<file path="src/rtl/updown_counter_param.sv">
// rtl/updown_counter_param.sv - parameterised up/down counter with modulus, saturation, one-shot and sticky flags
module updown_counter_param #(
    parameter int     WIDTH   = 16,
    parameter longint MODULUS = longint'(1) << WIDTH
) (
    input  logic             clk,
    input  logic             rst,
    input  logic             enable,
    input  logic             up,
    input  logic             load,
    input  logic [WIDTH-1:0] load_value,
    input  logic             sat_mode,
    input  logic             one_shot,
    input  logic             clear_flags,
    input  logic [WIDTH-1:0] compare,
    output logic [WIDTH-1:0] count,
    output logic             overflow,
    output logic             underflow,
    output logic             sticky_ovf,
    output logic             sticky_unf,
    output logic             match,
    output logic             done
);
    localparam logic [WIDTH-1:0] MAX  = WIDTH'(MODULUS - 1);
    localparam logic [WIDTH-1:0] ZERO = '0;
    localparam logic [WIDTH-1:0] ONE  = WIDTH'(1);

    typedef enum logic {RUN, DONE} state_t;

    state_t           state;
    state_t           state_next;
    logic [WIDTH-1:0] count_next;
    logic             sticky_ovf_next;
    logic             sticky_unf_next;

    assign done      = (state == DONE);
    assign overflow  = enable & up & ~load & ~done & (count == MAX);
    assign underflow = enable & ~up & ~load & ~done & (count == ZERO);
    assign match     = (count == compare);

    // Boundary events are detected against MAX rather than the natural carry so
    // that a non-power-of-two modulus wraps correctly.
    always_comb begin
        state_next = state;
        count_next = count;
        if (load) begin
            count_next = (load_value > MAX) ? MAX : load_value;
            state_next = RUN;
        end else if (state == RUN && enable) begin
            if (up) begin
                if (count == MAX) begin
                    count_next = sat_mode ? MAX : ZERO;
                    if (one_shot) state_next = DONE;
                end else begin
                    count_next = count + ONE;
                end
            end else begin
                if (count == ZERO) begin
                    count_next = sat_mode ? ZERO : MAX;
                    if (one_shot) state_next = DONE;
                end else begin
                    count_next = count - ONE;
                end
            end
        end
    end

    // A flag being set on the same edge as a clear request wins over the clear.
    always_comb begin
        sticky_ovf_next = overflow  | (sticky_ovf & ~clear_flags);
        sticky_unf_next = underflow | (sticky_unf & ~clear_flags);
    end

    always_ff @(posedge clk) begin
        if (rst) begin
            state      <= RUN;
            count      <= ZERO;
            sticky_ovf <= 1'b0;
            sticky_unf <= 1'b0;
        end else begin
            state      <= state_next;
            count      <= count_next;
            sticky_ovf <= sticky_ovf_next;
            sticky_unf <= sticky_unf_next;
        end
    end
endmodule

</file>
<file path="config.mk">
export PLATFORM = sky130hd
export DESIGN_NAME = updown_counter_param
export DESIGN_NICKNAME = d
export VERILOG_FILES = /design/src/rtl/updown_counter_param.sv
export SDC_FILE = /design/constraint.sdc
export NUM_CORES = 1
export LEC_CHECK = 0
export BUFFER_PORTS_ARGS = -buffer_cell sky130_fd_sc_hd__buf_2
export CELL_PAD_IN_SITES_DETAIL_PLACEMENT = 1
export CELL_PAD_IN_SITES_GLOBAL_PLACEMENT = 2
export CORE_MARGIN = 2
export CORE_UTILIZATION = 29
export CTS_CLUSTER_SIZE = 20
export DETAILED_ROUTE_END_ITERATION = 7
export PLACE_DENSITY_LB_ADDON = 0.1
export SLEW_MARGIN = 30
export SYNTH_ARGS = -nofsm -noshare
export SYNTH_HDL_FRONTEND = slang
export SYNTH_SLANG_ARGS = --single-unit
export TNS_END_PERCENT = 5
</file>
<file path="constraint.sdc">
create_clock -name clk -period 3.4 [get_ports clk]
set_input_delay 0.17 -clock clk [delete_from_list [all_inputs] [get_ports clk]]
set_output_delay 0.17 -clock clk [all_outputs]
set_load 0.05 [all_outputs]
</file>
==> summary.md, run 1 <==
The flow ran to the end, and the final reports show no timing, DRC or antenna violations. The final layout contains 346 nets. Clock-pin slew was measured on the worst setup and hold paths at 0.09 ns. Counting flops with a built-in enable in the synthesized netlist gives 0. The critical path endpoint category was a primary output. TritonCTS built the clock tree. After detailed routing, the number of vias per cell comes to 5.65.

The mean post-synth cell area was 7.19 µm²; the clock network latency to the later pin of the worst-skew pair was 0.28 ns. The leakage power figure is 0.000908 µW. The tools report the number of gates given a new drive strength after cts as 0. The tools report the post-CTS setup buffer count as 0.

For the count of placed standard cells in the final layout, fillers left out, the log shows 379. Port buffering added 61 buffers. The path class of the tightest hold or removal check is in2reg. The tools report the count of inserted antenna diode cells as 0.

The critical path goes through or4_4 -> or4_1 -> or2_4 -> nor3_2 -> buf_2. The worst-case IR drop observed on VDD is 135 µV. In the layout the commonest cells are sky130_fd_sc_hd__buf_2, sky130_fd_sc_hd__xnor2_1, sky130_fd_sc_hd__nor2_1.

Data required time of the critical path: 3.23 ns. Setup repair after global routing left no endpoint under its margin. The setup-violating endpoint count in the final report was 0. In this run the worst path has a maximum fanout of 13. The per-cell routed wire length is 19.4 µm, and the total track usage is 21.1%. The portion of the post-synthesis area used by sequential elements was 20.3%; the global-route wire length before repair was 12.0 mm. Once placement completed, the tool counted placed cells totaling 375. For this block, the initial DRC count from the detailed router was 129.

Power comes to 767 µW. The number of unique standard cell types used by synthesis is 44. Summed over all layers, the routed wires come to 7.35 mm.

The die covers 7130 µm². The worst path buffer plus inverter count was 1; the fraction of registers with async set or reset after synthesis was 0%. The tools report the highest clock frequency the design can meet as 347 MHz.

The worst path in the final design needs a cycle of 2.88 ns, including I/O delays and setup. The number of H-tree levels is 1, and the HPWL after detailed placement is 5.39 mm. Final setup TNS: 0 ns.

The tools report the design area as 2230 µm². The tools report the startpoint kind of the worst setup timing path as a flip-flop. The fraction of layout cells with a size suffix above 1 was 25.5%; the post-synthesis register bit count was 19. The max-cap violation count is 0, and the overflow left after global routing is 0.

The clock root buffer master was sky130_fd_sc_hd__clkbuf_8. Relative to the synthesized area, the layout overhead comes to 18.7%. Row generation in the floorplan step produced 29 rows.

The die is 84.4 µm tall. In this run the biggest area consumer among cell types represents 20.3% of the synthesized area. The core region is 6310 µm². Data on the critical path arrives at its endpoint at 2.71 ns.

The slew of the pin with the lowest slew margin is 0.715 ns. The layout filler cell count was 823; the width of the chip was 84.4 µm. For the post-detailed-placement cell area, the log shows 2180 µm².

For the CTS buffer count, the log shows 3. Broken down by cell family, the worst path's largest delay share belongs to simple AND/OR/NAND/NOR gates. Leaving out fill and tap cells, the most frequent cell in the layout is sky130_fd_sc_hd__buf_2. After technology mapping, the gate count stands at 261. The prevailing post-synth register cell was sky130_fd_sc_hd__dfxtp_1. The post-synth design cell area was 1880 µm²; the maximum root-to-sink buffer count was 2. Summed over all instances, the cell type with the most area after synthesis is sky130_fd_sc_hd__dfxtp_1. For this run, design rule violations remaining after detail routing come to 0. The slowest cell on the critical path was sky130_fd_sc_hd__or4_4. In the finished design, the share of the clock period the worst path needs comes to 84.8%. The logs give 22 for the maximum number of pins on one net before global-route repair and 29.7% for the starting density of the core.

Ranked by total cell area, the synthesized netlist is headed by sky130_fd_sc_hd__dfxtp_1, sky130_fd_sc_hd__xnor2_1, sky130_fd_sc_hd__a22oi_1. For this run, the slowest stage of the critical path takes 0.62 ns. The path type of the worst setup path was reg2out. The tools report the clock sink count as 19. Buffers inserted to repair hold after CTS numbered 0. Clock skew on the completed layout was measured at 0.00469 ns.

In the final layout, flip-flops and latches occupy 380 µm². The worst pin sits at a relative slew slack of 52.0%. Total number of yosys warnings: 0.

The number of nets in the synthesized netlist is 304, and the top-level I/O count is 62. The area taken by multi-input logic gates came out at 1350 µm². The total power divided by cell area is 345 nW/µm².

The total count of hold-check failures in the final report came out at 0. The logs give 0 for the final max-slew violation count and 0.786 for the final estimated routing congestion in global placement. The pre-antenna-repair detailed-routing pass consisted of 4 iterations.

The logs give 0 for the number of antenna violations at the first check in global routing and 2201 for the number of global-route vias before repair. Detailed routing inserted a total of 2142 vias. The count of nets left with antenna violations once routing finished came out at 0.
sequential cells by signal (all words and copies together), names as in the netlist:
register and flops:
sticky_ovf 1, count 16, done 1, sticky_unf 1
metal layers:
| metal | vias up | part of all wire, % | GRT usage (%) |
|---|---|---|---|
| li1 | 1024 | - | - |
| met1 | 1052 | 47 | 28.7 |
| met5 | - | 0 | 0 |
| met4 | 0 | 1.4 | 4.76 |
| met3 | 7 | 4.4 | 2.56 |
| met2 | 59 | 47 | 35.8 |
synthesized netlist by cell type, types with 2 or more instances:
library cell and number:
sky130_fd_sc_hd__or4_1 2, sky130_fd_sc_hd__nor3_1 16, sky130_fd_sc_hd__nand2_1 19, sky130_fd_sc_hd__xnor2_1 25, sky130_fd_sc_hd__a211oi_1 4, sky130_fd_sc_hd__buf_2 2, sky130_fd_sc_hd__o22ai_1 5, sky130_fd_sc_hd__buf_6 3
sky130_fd_sc_hd__o221ai_1 4, sky130_fd_sc_hd__nand3_1 12, sky130_fd_sc_hd__and3_1 2, sky130_fd_sc_hd__a21oi_2 2, sky130_fd_sc_hd__nor2b_1 2, sky130_fd_sc_hd__o21ai_0 7, sky130_fd_sc_hd__o21a_1 2, sky130_fd_sc_hd__clkbuf_1 21
sky130_fd_sc_hd__nor4_1 5, sky130_fd_sc_hd__a22oi_1 14, sky130_fd_sc_hd__nand4_1 8, sky130_fd_sc_hd__a21oi_1 18, sky130_fd_sc_hd__o32ai_1 4, sky130_fd_sc_hd__or3_1 2, sky130_fd_sc_hd__xor2_1 12, sky130_fd_sc_hd__dfxtp_1 19
sky130_fd_sc_hd__nor2_1 24, sky130_fd_sc_hd__inv_1 7, sky130_fd_sc_hd__ha_1 3
report_power, final:
part	total [µW]	switching (µW)	leakage (µW)	internal [µW]
registers	283	45.2	0.000157	237
logic	301	187	0.000728	114
clock network	184	99.4	0.0000228	84.1
cells by family after synthesis:
family / after synthesis / synth area share (%)
buffers and inverters: 34 / 8.13
adders and majority gates: 3 / 2.00
and+or+nand+nor: 97 / 25.3
DFF: 19 / 20.3
muxes: 1 / 0.533
xor gates and xnor gates: 37 / 17.3
AOI/OAI and AO/OA: 70 / 26.5
worst register-to-register path, cell delays in order (launching register included):
cell and delay [ns]:
sky130_fd_sc_hd__dfxtp_1 0.46, sky130_fd_sc_hd__or4_4 0.62, sky130_fd_sc_hd__or4_1 0.53, sky130_fd_sc_hd__or2_4 0.37, sky130_fd_sc_hd__o21ai_4 0.39, sky130_fd_sc_hd__a211oi_1 0.09, sky130_fd_sc_hd__nor4_1 0.27
through the flow:
step | setup slack (ns) | hold WS, ns | utilization (%)
after floorplan | 0.341 | 0.353 | -
after global placement | 0.712 | 0.470 | 34.5
after detailed placement | 0.630 | 0.474 | 34.6
after CTS | 0.511 | 0.193 | 35.3
after global routing | 0.396 | 0.202 | 35.3
final | 0.516 | 0.187 | 35.3
layout make-up:
cell class,instances,share of cell area [%]
Tap cell,77,4.33
Inverter,7,1.18
Timing Repair Buffer,64,14.7
Multi-Input combinational cell,208,60.7
Clock buffer,4,2.02
Sequential cell,19,17.1
worst paths after layout:
path	slack [ns]	depth (start not counted)	to	start
setup / recovery	0.52	5	underflow	count[7]
hold / removal	0.19	3	count[2]	load_value[2]
setup reg to reg	0.58	6	count[12]	count[7]
hold reg to reg	0.50	2	sticky_ovf	sticky_ovf
Power figures use the tool's default switching activity.
==> run 2: changes to the inputs <==
- CORE_UTILIZATION: 29 -> 25
- clock period: 3.4 -> 2.52 ns (I/O delays scaled with it)
==> summary.md, run 2 (synthesis results as in run 1) <==
Dividing the final minimum period by the clock period gives 97.1%. For this design the static power due to leakage is 0.00103 µW. The tools report the remaining antenna violation count after routing as 0. The startpoint of the worst register-to-register path is count[7]. The clock slew at the register clock pins of the worst setup and hold paths came out at 0.09 ns. Global routing consumed, over all layers together, 19.7% of the routing resources.

The die area was 8220 µm². Adding up every negative setup slack in the final design gives 0 ns. The register with the most flip-flops in the layout has 16 of them.

The tools report the clock root buffer master as sky130_fd_sc_hd__clkbuf_8. Setup repair after global routing could not meet its margin everywhere. The number of cells in the design after placement came out at 416. Relative to the synthesized area, the layout overhead comes to 30.7%. Dividing total power by cell area gives a power density of 437 nW/µm².

The endpoint identified for the worst register-to-register timing path is count[13]. The largest driver fanout on the critical path is 8. The capture endpoint of the worst hold path was sticky_ovf. The flow ran to the end, and the final reports show no timing, DRC or antenna violations. The width of the chip came out at 90.6 µm. The congestion estimate from routability-driven global placement came to 0.860. After layout, the minimum clock period comes to 2.45 ns.

Number of DRC markers after the initial detailed-route iteration: 91. The filler cells instantiated in the layout total 933. Row generation in the floorplan step produced 31 rows.

The path category of the worst min-delay check was in2reg. The logs give 3 for the CTS buffer count and 0.07 ns for the setup slack of the worst register-to-register path. The register with the most flip-flops was count. For the final database, setup skew stands at 0.0101 ns.

The fraction of layout cells with a size suffix above 1 is 31.4%. The number of H-tree levels was 1; the number of cells on the worst reg-to-reg path was 7. Number of antenna violations at the first check in global routing: 0. The max-cap violation count is 0. After detailed routing, the number of remaining DRC violations is 0. The first global-routing pass estimated 12.8 mm of wire. The finished cells cover 2450 µm². The final max-slew violation count is 0.

The pre-antenna-repair detailed-routing pass consisted of 4 iterations. The detail-routed via count per cell is 5.14, and the clock sink count is 19. In the layout the commonest cells are sky130_fd_sc_hd__buf_2, sky130_fd_sc_hd__xnor2_1, sky130_fd_sc_hd__buf_4. The overflow left after global routing came out at 0. The worst setup path is launched from a flip-flop.

0 antenna diodes ended up in the layout. The tools report the number of global-route vias before repair as 2257. Commonest non-fill, non-tap cell in the layout: sky130_fd_sc_hd__buf_2. The clock network latency to the later pin of the worst-skew pair was 0.27 ns. No sink is reached through more buffers than the 2 on the longest clock path.

Based on the critical path, the design can be clocked at up to 409 MHz. The core region is 7250 µm². Critical path endpoint category: a flip-flop. For the count of placed standard cells in the final layout, fillers left out, the log shows 424. The via count is 2180. Entering global routing, the biggest net connects 22 pins.

In this run the cell area measured after placement is 2360 µm². For the final routed wirelength across all metal layers, the log shows 7.96 mm. The slew of the pin with the lowest slew margin came out at 0.459 ns. The top-level I/O count came out at 62.

The logs give 0 for the setup-violating endpoint count in the final report and 69.4% for the headroom to the max-slew limit. Buffers placed on the I/O ports in this run total 61. The startpoint identified for the worst hold timing path is clear_flags.

The worst-case IR drop observed on VDD is 196 µV. For the worst setup path, the data arrival time is 2.64 ns. The total count of hold-check failures in the final report was 0. For the starting density of the core, the log shows 25.9%. Along the worst hold path, the cell count comes to 4. In this run, post-CTS hold repair placed 0 buffers. In the final design database the tool counted 369 nets.

The die outline height was 90.6 µm. The per-cell routed wire length was 18.8 µm. TritonCTS built the clock tree. The HPWL after detailed placement came out at 6.04 mm. The critical path is of the reg2reg type. For the worst setup path, the data required time is 2.71 ns.
[run 2: critical path, stage by stage, from the launching register on]
cell and delay, ns:
sky130_fd_sc_hd__dfxtp_1 0.32, sky130_fd_sc_hd__or4_4 0.57, sky130_fd_sc_hd__or4_4 0.47, sky130_fd_sc_hd__or2_4 0.33, sky130_fd_sc_hd__o21ai_4 0.26, sky130_fd_sc_hd__buf_4 0.16
sky130_fd_sc_hd__a211oi_1 0.06, sky130_fd_sc_hd__o32ai_2 0.21
[run 2: cell type report]
class                      instances  area (µm²)  area share (%)
clock buffer                       4        45.0            1.84
multi-input combinational        208        1370            55.7
timing repair buffer              87         510            20.8
tap                               99         124            5.05
sequential                        19         380            15.5
inverter                           7        26.3            1.07
[run 2: metal layers]
layer	global-route usage [%]	wire length (µm)
met1	27.5	3800
met4	3.46	55
met3	2.17	327
met5	0	0
met2	33.0	3780
[run 2: worst max path at each step]
stage | startpoint | to | slack [ns] | depth (start not counted)
finish | count[7] | count[13] | 0.07 | 7
global route | count[7] | count[5] | -0.03 | 7
CTS | count[7] | count[6] | 0.03 | 7
detailed placement | count[7] | count[6] | 0.09 | 7
global placement | count[7] | count[5] | 0.14 | 7
floorplan | count[8] | sticky_unf | -0.31 | 8
[run 2: through the flow]
stage	utilization (%)	total power (µW)	hold WS [ns]	setup WS, ns
floorplan	-	683	0.309	-0.307
global placement	32.6	842	0.428	0.143
detailed placement	32.6	838	0.430	0.0915
CTS	33.2	1080	0.165	0.0264
global route	33.8	1140	0.187	-0.0286
finish	33.8	1070	0.162	0.0724
[run 2: repair_timing]
item                       CTS  global route
setup endpoints to repair    1             7
buffers inserted             0             5
gates cloned                 0             0
pin swaps                    0             4
gates resized for setup      3             2
[run 2: where the power goes]
| part | leakage (µW) | switching (µW) | total (µW) | internal (µW) |
|---|---|---|---|---|
| Clock | 0.0000228 | 119 | 231 | 113 |
| Sequential | 0.000157 | 29.6 | 350 | 320 |
| Combinational | 0.000849 | 302 | 491 | 189 |
| Total | 0.00103 | 450 | 1070 | 622 |
==> run 3: changes to the inputs <==
- ABC_AREA: not set -> 1
- CORE_UTILIZATION: 25 -> 24
==> summary.md, run 3 <==
The count of nets left with antenna violations once routing finished came out at 0. The number of DRC markers after the initial detailed-route iteration was 84; the number of global-route vias before repair was 2801. The largest area contributor in the netlist is sky130_fd_sc_hd__nand2_1. Input and output buffers added on the ports amount to 61.

In the post-synthesis netlist, the biggest area contributors are sky130_fd_sc_hd__nand2_1, sky130_fd_sc_hd__dfxtp_1, sky130_fd_sc_hd__nand3_1. A synthesized cell averages 5.64 µm². Headroom to the max-slew limit came out at 55.3%. The critical path endpoint category is a primary output.

The number of cells on the worst reg-to-reg path works out to 9. The signal on the critical path passes through ha_1 -> nand2_1 -> nor2_4 -> nand3_2 -> nor2_2 -> nand2_1 -> nor2_1 -> buf_2. The number of nets in the final layout is 500, and the count of inserted antenna diode cells is 0.

The run gives 410 as the instance count of the mapped netlist. The detail-routed via count per cell was 4.62; the number of H-tree levels was 1. Relative to the synthesized area, the layout overhead comes to 17.5%.

After clock tree synthesis, the setup repair step added 0 buffers. Based on the critical path, the design can be clocked at up to 439 MHz. In this run the worst hold path is classified as in2reg.

Setup repair after global routing left no endpoint under its margin. The detailed router placed 2700 vias in this run. The logs give 62 for the top-level I/O count and 0 for the final max-slew violation count.

The path type of the worst setup path is reg2out. Setup violations remaining at the end of the flow were counted as 0. The tools report the number of design rule violations left after detail routing as 0.

After synthesis, the largest area contributor takes up 20.4% of total cell area. For this run, the number of Yosys warnings is 0. Summing all placed instances gives a cell area of 2670 µm².

The worst-case IR drop observed on VDD is 159 µV. The largest driver fanout on the critical path is 6, and the design area is 2720 µm². STA puts the critical path data required time at 2.39 ns. The pre-antenna-repair detailed-routing pass consisted of 4 iterations.

The run finished with clean final reports. The number of antenna violations at the first check in global routing is 0, and the number of unique standard cell types used by synthesis is 31. Counting flops with a built-in enable in the synthesized netlist gives 0. In this run the number of cells on the critical path is 8. The clock root buffer master was sky130_fd_sc_hd__clkbuf_8. The final estimated routing congestion in global placement is 0.809, and the time the worst path needs with I/O delays and setup is 2.28 ns. The top cell types in the final layout, fill and taps aside, are sky130_fd_sc_hd__nand2_1, sky130_fd_sc_hd__buf_2, sky130_fd_sc_hd__nand3_1. The cell that appears most often on the critical path is sky130_fd_sc_hd__nand2_1.

The maximum number of pins on one net before global-route repair was 20; the worst path buffer plus inverter count was 1. The clock passes through at most 2 buffers. For the max-cap violation count, the log shows 0. The CTS buffer count was 3; the fraction of layout cells with a size suffix above 1 was 21.3%. By count the netlist is led by sky130_fd_sc_hd__nand2_1, sky130_fd_sc_hd__nand3_1, sky130_fd_sc_hd__inv_1, sky130_fd_sc_hd__nor2_1. In this run the static leakage power is 0.00133 µW. After clock tree synthesis, the clock-pin slew on the worst setup and hold paths is 0.10 ns. Broken down by cell family, the worst path's largest delay share belongs to simple AND/OR/NAND/NOR gates. The slowest cell on the critical path is sky130_fd_sc_hd__dfxtp_1. Summing the sequential cell areas from Yosys gives 16.4% of the chip area.

The most used flip-flop cell after synthesis is sky130_fd_sc_hd__dfxtp_1. TritonCTS built the clock tree. Post-synthesis register bit count: 19.

The slew of the pin with the lowest slew margin was 0.669 ns. For the final setup TNS, the log shows 0 ns. The clock network latency to the later pin of the worst-skew pair was 0.28 ns; the per-cell routed wire length was 16.2 µm. The final critical path takes up 90.4% of the cycle. The maximum clock skew at final layout came out at 0.00649 ns.

The region available for standard cell placement spans 9280 µm². The global-route wire length before repair came out at 15.2 mm. For the die area, the log shows 10400 µm². The fraction of registers with async set or reset after synthesis came out at 0%.

The clock sink count is 19, and the site row count is 35. The commonest non-fill, non-tap cell in the layout is sky130_fd_sc_hd__nand2_1. After synthesis the cells add up to 2310 µm². Data on the critical path arrives at its endpoint at 2.15 ns. Depth of the worst hold-timing path: 3. The run gives 0 as the total count of hold-check failures in the final report.

The startpoint kind of the worst setup timing path was a flip-flop. In this run the horizontal extent of the chip is 102 µm. The final layout contains routed wiring with a total length of 9.50 mm. The register with the most flip-flops in the layout has 16 of them. Measured along the y axis, the die boundary spans 102 µm.

The total power divided by cell area is 409 nW/µm². The leading cell type by number of instances after synthesis is sky130_fd_sc_hd__nand2_1. The biggest cell delay along the critical path is 0.46 ns, and the total track usage is 19.3%. The number of nets in the synthesized netlist came out at 453. Global routing finished with a remaining overflow of 0. Starting density of the core: 24.9%. More flip-flops sit in one register than any other, and that register is count.

The wire-length estimate of the detail-placed layout is 7.15 mm.
[run 3: cell types whose count changed after synthesis, sizes merged, moves of 14 or more]
| cell | before | now |
|---|---|---|
| xnor2 | 25 | 9 |
| nor2 | 24 | 46 |
| clkbuf | 21 | 4 |
| nand3 | 12 | 58 |
| a22oi | 14 | 0 |
| inv | 7 | 51 |
| nand2 | 19 | 127 |
[run 3: worst register-to-register path: stages, from the launching register on]
cell                      delay, ns
sky130_fd_sc_hd__dfxtp_1       0.37
sky130_fd_sc_hd__inv_1         0.22
sky130_fd_sc_hd__ha_1          0.25
sky130_fd_sc_hd__nand2_1       0.09
sky130_fd_sc_hd__nor2_2        0.15
sky130_fd_sc_hd__nand3_2       0.37
sky130_fd_sc_hd__nand3_1       0.23
sky130_fd_sc_hd__nand2_1       0.07
sky130_fd_sc_hd__nand3_1       0.10
sky130_fd_sc_hd__a21oi_1       0.06
[run 3: through the flow]
stage	total power, µW	hold slack (ns)	setup slack (ns)	cells	utilization, %
after floorplan	726	0.290	0.0762	410	-
after global placement	861	0.391	0.447	581	28.7
after detailed placement	864	0.390	0.453	581	28.7
after CTS	1130	0.101	0.142	585	29.2
after global routing	1200	0.130	0.0443	585	29.3
final	1110	0.100	0.241	585	29.3
[run 3: layer usage]
metal | routed length (µm) | track usage (%) | part of all wire, %
met5 | 0 | 0 | 0
met4 | 70 | 3.90 | 0.74
met3 | 254 | 1.57 | 2.7
met2 | 4380 | 32.8 | 46
met1 | 4790 | 26.7 | 50
[run 3: final timing paths]
| path | startpoint | to | slack [ns] |
|---|---|---|---|
| worst min register to register | sticky_unf | sticky_unf | 0.48 |
| worst min-delay path | one_shot | done | 0.10 |
| worst max-delay path | count[1] | overflow | 0.24 |
| worst max register to register | count[0] | count[15] | 0.50 |
[run 3: final cells by class]
class	instances	area, µm²
fillers	1272	6570
well taps	129	161
repair buffers	62	313
multi-input cells	320	1630
clock buffers	3	41.3
flip-flops and latches	19	380
clock inverters	1	5.00
inverters	51	191
[run 3: where the power goes]
part	leakage [µW]	internal, µW	total [µW]	switching [µW]
Clock	0.0000255	111	259	148
Combinational	0.00115	157	478	321
Sequential	0.000157	319	375	56.1
Total	0.00133	587	1110	525
[run 3: cell families (layout without fill, tap and decap cells)]
| logic type | Yosys count | after routing | share of synthesized area (%) |
|---|---|---|---|
| simple gates | 255 | 255 | 51.1 |
| compound gates | 40 | 40 | 8.82 |
| buf+inv | 71 | 117 | 13.7 |
| xor+xnor | 22 | 22 | 8.33 |
| fa+ha+maj | 3 | 3 | 1.62 |
| flops | 19 | 19 | 16.4 |
[run 3: timing repair]
| item | in CTS | in global routing |
|---|---|---|
| resized for setup | 0 | 1 |
| hold buffers | 0 | 0 |
| endpoints found under the setup margin | 0 | 1 |
